$ cat config.mk
export PLATFORM = sky130hd
export DESIGN_NAME = tile_ram_arbiter_flat
export DESIGN_NICKNAME = d
export VERILOG_FILES = /design/src/rtl/tile_ram_if.sv /design/src/rtl/tile_ram_arbiter.sv /design/src/flat_wrapper.sv
export SDC_FILE = /design/constraint.sdc
export NUM_CORES = 1
export LEC_CHECK = 0
export BUFFER_PORTS_ARGS = -buffer_cell sky130_fd_sc_hd__buf_4
export CORE_MARGIN = 8
export CORE_UTILIZATION = 40
export CTS_CLUSTER_SIZE = 28
export DETAILED_ROUTE_END_ITERATION = 7
export PLACE_DENSITY_LB_ADDON = 0.3
export SLEW_MARGIN = 20
export SYNTH_ARGS = -nofsm -noshare
export SYNTH_HDL_FRONTEND = slang
export SYNTH_SLANG_ARGS = --single-unit
$ cat constraint.sdc
create_clock -name clk -period 3 [get_ports clk]
set_clock_uncertainty 0.15 [all_clocks]
set_input_delay 0 -clock clk [delete_from_list [all_inputs] [get_ports clk]]
set_output_delay 0 -clock clk [all_outputs]
set_load 0.02 [all_outputs]
$ cat src/rtl/tile_ram_if.sv
// Requester-side and RAM-side signals of the tile RAM arbiter.
// master = requesters plus the RAM itself; slave = the arbiter.
interface tile_ram_if #(
   parameter int unsigned AW = 13,
   parameter int unsigned DW = 6
);
   logic          vid_req;
   logic [AW-1:0] vid_addr;
   logic [DW-1:0] vid_rdata;
   logic          vid_valid;
   logic          clr_start;
   logic [DW-1:0] clr_tile;
   logic          clr_busy;
   logic          clr_done;
   logic          host_req;
   logic [AW-1:0] host_addr;
   logic [DW-1:0] host_data;
   logic          host_ack;
   logic          host_err;
   logic [AW-1:0] ram_addr;
   logic [DW-1:0] ram_wdata;
   logic          ram_we;
   logic [DW-1:0] ram_rdata;

   modport master (
      output vid_req, vid_addr, clr_start, clr_tile, host_req, host_addr, host_data, ram_rdata,
      input  vid_rdata, vid_valid, clr_busy, clr_done, host_ack, host_err,
             ram_addr, ram_wdata, ram_we
   );

   modport slave (
      input  vid_req, vid_addr, clr_start, clr_tile, host_req, host_addr, host_data, ram_rdata,
      output vid_rdata, vid_valid, clr_busy, clr_done, host_ack, host_err,
             ram_addr, ram_wdata, ram_we
   );
endinterface

$ cat src/rtl/tile_ram_arbiter.sv
// Owner of the single-port tile-ID RAM: fixed priority video read > clear fill > host write,
// with a two-stage video read pipeline and a clear-screen sequencer.
module tile_ram_arbiter #(
   parameter int unsigned TILES = 4800,
   parameter int unsigned AW    = 13,
   parameter int unsigned DW    = 6
) (
   input  logic       clk,
   input  logic       reset,
   tile_ram_if.slave  bus
);
   localparam logic [AW-1:0] LastTile  = AW'(TILES - 1);
   localparam logic [AW:0]   TileLimit = (AW + 1)'(TILES);

   typedef enum logic [1:0] {StIdle, StClear, StDone} state_e;

   state_e        state_q, state_d;
   logic [AW-1:0] clr_ptr_q, clr_ptr_d;
   logic [DW-1:0] clr_val_q, clr_val_d;
   logic          rd_pend_q;
   logic          vid_valid_q;
   logic [DW-1:0] vid_rdata_q;

   logic          clr_own;
   logic          host_in_range;
   logic [AW-1:0] ram_addr;
   logic [DW-1:0] ram_wdata;
   logic          ram_we;
   logic          host_ack;
   logic          host_err;

   // Extra MSB keeps the range check correct even when TILES == 2**AW.
   assign host_in_range = ({1'b0, bus.host_addr} < TileLimit);

   // Port grant, one owner per cycle.
   always_comb begin
      ram_addr  = '0;
      ram_wdata = '0;
      ram_we    = 1'b0;
      host_ack  = 1'b0;
      host_err  = 1'b0;
      clr_own   = 1'b0;
      if (bus.vid_req) begin
         ram_addr = bus.vid_addr;
      end else if (state_q == StClear) begin
         ram_addr  = clr_ptr_q;
         ram_wdata = clr_val_q;
         ram_we    = 1'b1;
         clr_own   = 1'b1;
      end else if (state_q == StIdle && bus.host_req && !bus.clr_start) begin
         // Held off through DONE so a stalled write is acked strictly after clr_done.
         host_ack = 1'b1;
         if (host_in_range) begin
            ram_addr  = bus.host_addr;
            ram_wdata = bus.host_data;
            ram_we    = 1'b1;
         end else begin
            host_err = 1'b1;
         end
      end
      if (!reset) begin
         ram_we   = 1'b0;
         host_ack = 1'b0;
         host_err = 1'b0;
      end
   end

   always_comb begin
      state_d   = state_q;
      clr_ptr_d = clr_ptr_q;
      clr_val_d = clr_val_q;
      unique case (state_q)
         StIdle: begin
            if (bus.clr_start) begin
               clr_val_d = bus.clr_tile;
               clr_ptr_d = '0;
               state_d   = StClear;
            end
         end
         StClear: begin
            if (clr_own) begin
               if (clr_ptr_q == LastTile) begin
                  state_d = StDone;
               end else begin
                  clr_ptr_d = clr_ptr_q + 1'b1;
               end
            end
         end
         StDone:  state_d = StIdle;
         default: state_d = StIdle;
      endcase
   end

   always_ff @(posedge clk or negedge reset) begin
      if (!reset) begin
         state_q     <= StIdle;
         clr_ptr_q   <= '0;
         clr_val_q   <= '0;
         rd_pend_q   <= 1'b0;
         vid_valid_q <= 1'b0;
         vid_rdata_q <= '0;
      end else begin
         state_q     <= state_d;
         clr_ptr_q   <= clr_ptr_d;
         clr_val_q   <= clr_val_d;
         rd_pend_q   <= bus.vid_req;
         vid_valid_q <= rd_pend_q;
         if (rd_pend_q) begin
            vid_rdata_q <= bus.ram_rdata;
         end
      end
   end

   assign bus.ram_addr  = ram_addr;
   assign bus.ram_wdata = ram_wdata;
   assign bus.ram_we    = ram_we;
   assign bus.host_ack  = host_ack;
   assign bus.host_err  = host_err;
   assign bus.clr_busy  = (state_q == StClear);
   assign bus.clr_done  = (state_q == StDone);
   assign bus.vid_valid = vid_valid_q;
   assign bus.vid_rdata = vid_rdata_q;
endmodule
$ cat src/flat_wrapper.sv
// flat-port wrapper written by rule: the top's interface ports become plain ports
module tile_ram_arbiter_flat 
#(
   parameter int unsigned TILES = 4800,
   parameter int unsigned AW    = 13,
   parameter int unsigned DW    = 6
)
  (clk, reset, bus_vid_req, bus_vid_addr, bus_clr_start, bus_clr_tile, bus_host_req, bus_host_addr, bus_host_data, bus_ram_rdata, bus_vid_rdata, bus_vid_valid, bus_clr_busy, bus_clr_done, bus_host_ack, bus_host_err, bus_ram_addr, bus_ram_wdata, bus_ram_we);
  tile_ram_if #(.AW(AW), .DW(DW)) bus_i ();
  input  logic clk;
  input  logic reset;
  input wire logic [$bits(bus_i.vid_req)-1:0] bus_vid_req;
  input wire logic [$bits(bus_i.vid_addr)-1:0] bus_vid_addr;
  input wire logic [$bits(bus_i.clr_start)-1:0] bus_clr_start;
  input wire logic [$bits(bus_i.clr_tile)-1:0] bus_clr_tile;
  input wire logic [$bits(bus_i.host_req)-1:0] bus_host_req;
  input wire logic [$bits(bus_i.host_addr)-1:0] bus_host_addr;
  input wire logic [$bits(bus_i.host_data)-1:0] bus_host_data;
  input wire logic [$bits(bus_i.ram_rdata)-1:0] bus_ram_rdata;
  output wire logic [$bits(bus_i.vid_rdata)-1:0] bus_vid_rdata;
  output wire logic [$bits(bus_i.vid_valid)-1:0] bus_vid_valid;
  output wire logic [$bits(bus_i.clr_busy)-1:0] bus_clr_busy;
  output wire logic [$bits(bus_i.clr_done)-1:0] bus_clr_done;
  output wire logic [$bits(bus_i.host_ack)-1:0] bus_host_ack;
  output wire logic [$bits(bus_i.host_err)-1:0] bus_host_err;
  output wire logic [$bits(bus_i.ram_addr)-1:0] bus_ram_addr;
  output wire logic [$bits(bus_i.ram_wdata)-1:0] bus_ram_wdata;
  output wire logic [$bits(bus_i.ram_we)-1:0] bus_ram_we;
  assign bus_i.vid_req = bus_vid_req;
  assign bus_i.vid_addr = bus_vid_addr;
  assign bus_i.clr_start = bus_clr_start;
  assign bus_i.clr_tile = bus_clr_tile;
  assign bus_i.host_req = bus_host_req;
  assign bus_i.host_addr = bus_host_addr;
  assign bus_i.host_data = bus_host_data;
  assign bus_i.ram_rdata = bus_ram_rdata;
  assign bus_vid_rdata = bus_i.vid_rdata;
  assign bus_vid_valid = bus_i.vid_valid;
  assign bus_clr_busy = bus_i.clr_busy;
  assign bus_clr_done = bus_i.clr_done;
  assign bus_host_ack = bus_i.host_ack;
  assign bus_host_err = bus_i.host_err;
  assign bus_ram_addr = bus_i.ram_addr;
  assign bus_ram_wdata = bus_i.ram_wdata;
  assign bus_ram_we = bus_i.ram_we;
  tile_ram_arbiter #(.TILES(TILES), .AW(AW), .DW(DW)) u_core (.clk(clk), .reset(reset), .bus(bus_i));
endmodule
==> results.json <==
{
  "status": "complete, no violations",
  "syn_area_per_cell_um2": 8.996,
  "p_leak_nw": 1.341,
  "finalNetCount": 336,
  "async_flop_share_pct": 100.0,
  "crit_chain": "nand2b_1, inv_1, buf_4, nor2_2, o31ai_1, buf_4",
  "ant_nets": 0,
  "setup_viol": 0,
  "post_cts_buffers": 0,
  "worstSetupStartpointType": "flop",
  "cp_slowest_cell": "dfrtp_1",
  "grt_use_total_pct": 17.56,
  "cp_slowest_stage_delay_ns": 0.44,
  "ys_top_cells_by_count": "nand2_1 (33), dfrtp_1 (29), and3_1 (12), nor2_1 (12)",
  "hold_violations": 0,
  "dr.pass1.iters": 4,
  "drt-initial-drc-count": 119,
  "hold_path_class": "in2async",
  "powerDensity_mw_per_mm2": 511.2,
  "rows": 24,
  "timing.rr.start": "u_core.clr_ptr_q[0]",
  "p_clk_share_pct": 36.0,
  "worstReg2RegEnd": "u_core.clr_ptr_q[8]",
  "critPathRequiredTime_ns": 2.85,
  "reg2reg_depth": 6,
  "synth_cells": 195,
  "timing.fmax_mhz": 424.8,
  "fin_ws_ns": 0.6457,
  "post-route-drc-count": 0,
  "critical_path_arrival_ns": 2.20,
  "cts_tree": "done",
  "ys.flop_type": "dfrtp_1",
  "drt_wl_total_mm": 5.834,
  "clk_latency_ns": 0.28,
  "core-area_mm2": 0.004294,
  "end_kind": "output pin",
  "drive_gt1_share_pct": 33.80,
  "syn_nets": 245,
  "cts.sinks": 29,
  "worst_pin_slew_ns": 0.4998,
  "synth_cell_types": 40,
  "slew_violations": 0,
  "cp-startpoint": "u_core.state_q[0]",
  "cts_made_buffers": 5,
  "antenna_found_initial": 0,
  "synth_edf_count": 0,
  "synth_top_area_share_pct": 41.37,
  "synth-seq-area-share_pct": 41.37,
  "die-height_um": 82.22,
  "viasPerCell": 5.425,
  "crit_path_end": "bus_ram_addr[0]",
  "path_common_cell": "buf_4",
  "grt_pass1_wl_mm": 9.094,
  "crit_type": "reg2out",
  "synth_most_common_cell": "nand2_1",
  "synth_area_leaders": "dfrtp_1 (41%), nand2_1 (7.1%), a221o_1 (5.1%)",
  "ios": 80,
  "dieWidth_um": 82.22,
  "ys_seq_elements": 29,
  "fin_setup_tns_ns": 0,
  "rsz0062_at_grt": "false",
  "gp_congestion": 0.8494,
  "detail_route.wl_per_cell_um": 17.21,
  "yosys_warnings": 0,
  "min_period_over_period_pct": 78.48,
  "overflow": 0,
  "h-tree-depth": 2,
  "path_clk_slew_ns": 0.07,
  "layout_min_cycle_time_ns": 2.354,
  "port_buffers": 79,
  "vdd_ir_drop_max_mv": 0.2707,
  "yosysTopAreaCell": "dfrtp_1",
  "place_inst": 316,
  "area_delta_synth_final_pct": 51.07,
  "die-area_mm2": 0.006760,
  "finalNonFillerCells": 339,
  "sw_frac_of_total_pct": 29.28,
  "p_sw_mw": 0.3967,
  "p_int_mw": 0.9580,
  "first_global_vias": 1775,
  "syn-cell-area_mm2": 0.001754,
  "grt_max_degree": 31,
  "pwr-share-seq_pct": 37.9,
  "power_frac_comb_pct": 26.1,
  "post-route-util_pct": 61.71,
  "clockRootBuffer": "clkbuf_8",
  "hpwl_mm": 4.137,
  "r2r_slack_ns": 0.83,
  "diodes": 0,
  "worst-path-max-fanout": 22,
  "holdWs_ns": 0.02361,
  "max-clock-path-buffers": 2,
  "vias": 1839,
  "slew_headroom_pct": 66.68,
  "start_util_pct": 40.85,
  "dp_slack_ns": 0.8643,
  "drv_cap": 0
}
how the worst min path moves through the flow:
stage	from	to	slack, ns	cells after the start
floorplan	reset	u_core.bus.vid_rdata[0]	-0.45	0
global placement	reset	u_core.clr_val_q[0]	-0.20	1
detailed placement	reset	u_core.clr_val_q[0]	-0.19	1
CTS	reset	u_core.clr_ptr_q[12]	0.04	2
global route	reset	u_core.clr_ptr_q[12]	0.05	2
finish	reset	u_core.clr_val_q[0]	0.02	2
worst max-delay path: cells and delay by family, from the launching register on:
family / cells / cell delay, ns
simple gates: 2 / 0.79
flops: 1 / 0.44
compound gates: 1 / 0.15
buf+inv: 3 / 0.55
area by class of cell:
| cell class | count | area, µm² |
|---|---|---|
| flip-flops and latches | 29 | 725.7 |
| clock buffers | 5 | 68.82 |
| well taps | 52 | 65.06 |
| fillers | 378 | 1644 |
| repair buffers | 95 | 750.7 |
| multi-input cells | 151 | 959.7 |
| inverters | 4 | 15.01 |
| clock inverters | 3 | 65.06 |
sequential cells by signal, summed over array words and instances, names as in the netlist:
name,cells
u_core.rd_pend_q,1
u_core.bus.vid_valid,1
u_core.bus.vid_rdata,6
u_core.clr_ptr_q,13
u_core.clr_val_q,6
u_core.state_q,2
metrics by stage:
step / cell area [µm²] / power (mW)
6_report: 2650 / 1.355
5_1_grt: 2650 / 1.426
4_1_cts: 2650 / 1.361
3_5_place_dp: 2366 / 0.8549
3_3_place_gp: 2366 / 0.8460
2_1_floorplan: 1754 / 0.6939
power by group through the flow:
stage | Sequential (mW) | Combinational [mW] | Clock [mW]
4_1_cts | 0.511 | 0.353 | 0.496
3_3_place_gp | 0.515 | 0.331 | 0
5_1_grt | 0.522 | 0.384 | 0.520
3_5_place_dp | 0.519 | 0.336 | 0
6_report | 0.514 | 0.353 | 0.488
2_1_floorplan | 0.511 | 0.183 | 0
cell families (layout without fill, tap and decap cells):
kind of cell	count (synthesis)	in the layout	synth area share, %
buffers and inverters	15	107	3.923
xor gates and xnor gates	1	1	0.4994
DFF	29	29	41.37
adders and majority gates	1	1	0.7132
and+or+nand+nor	92	92	26.60
AOI/OAI and AO/OA	42	42	17.90
muxes	15	15	8.987
cell usage in the layout (no fill, tap or decap), types with 3 or more instances in the layout:
cell	netlist	routed
o211ai_1	4	4
buf_4	3	80
a221o_1	9	9
dfrtp_1	29	29
dlygate4sd3_1	0	15
or4_1	3	3
nor3_1	9	9
mux2_2	6	6
clkbuf_8	0	5
inv_1	4	4
mux2i_1	9	9
a21oi_1	3	3
nor2_1	12	12
nand2_1	33	33
a21o_1	6	6
nand3_1	6	6
o31ai_1	4	4
and3_1	12	12
o21ai_0	8	8
timing repair:
item	4_1_cts	5_1_grt
resized for setup	0	0
endpoints found under the hold margin	44	0
hold buffers	15	0
per-layer routing:
layer	part of all wire [%]	GRT usage (%)
met5	0	0
met4	1.2	5.439
met3	10	5.087
met2	48	29.60
met1	41	21.05
No activity file was read; power rests on OpenSTA's default activity.
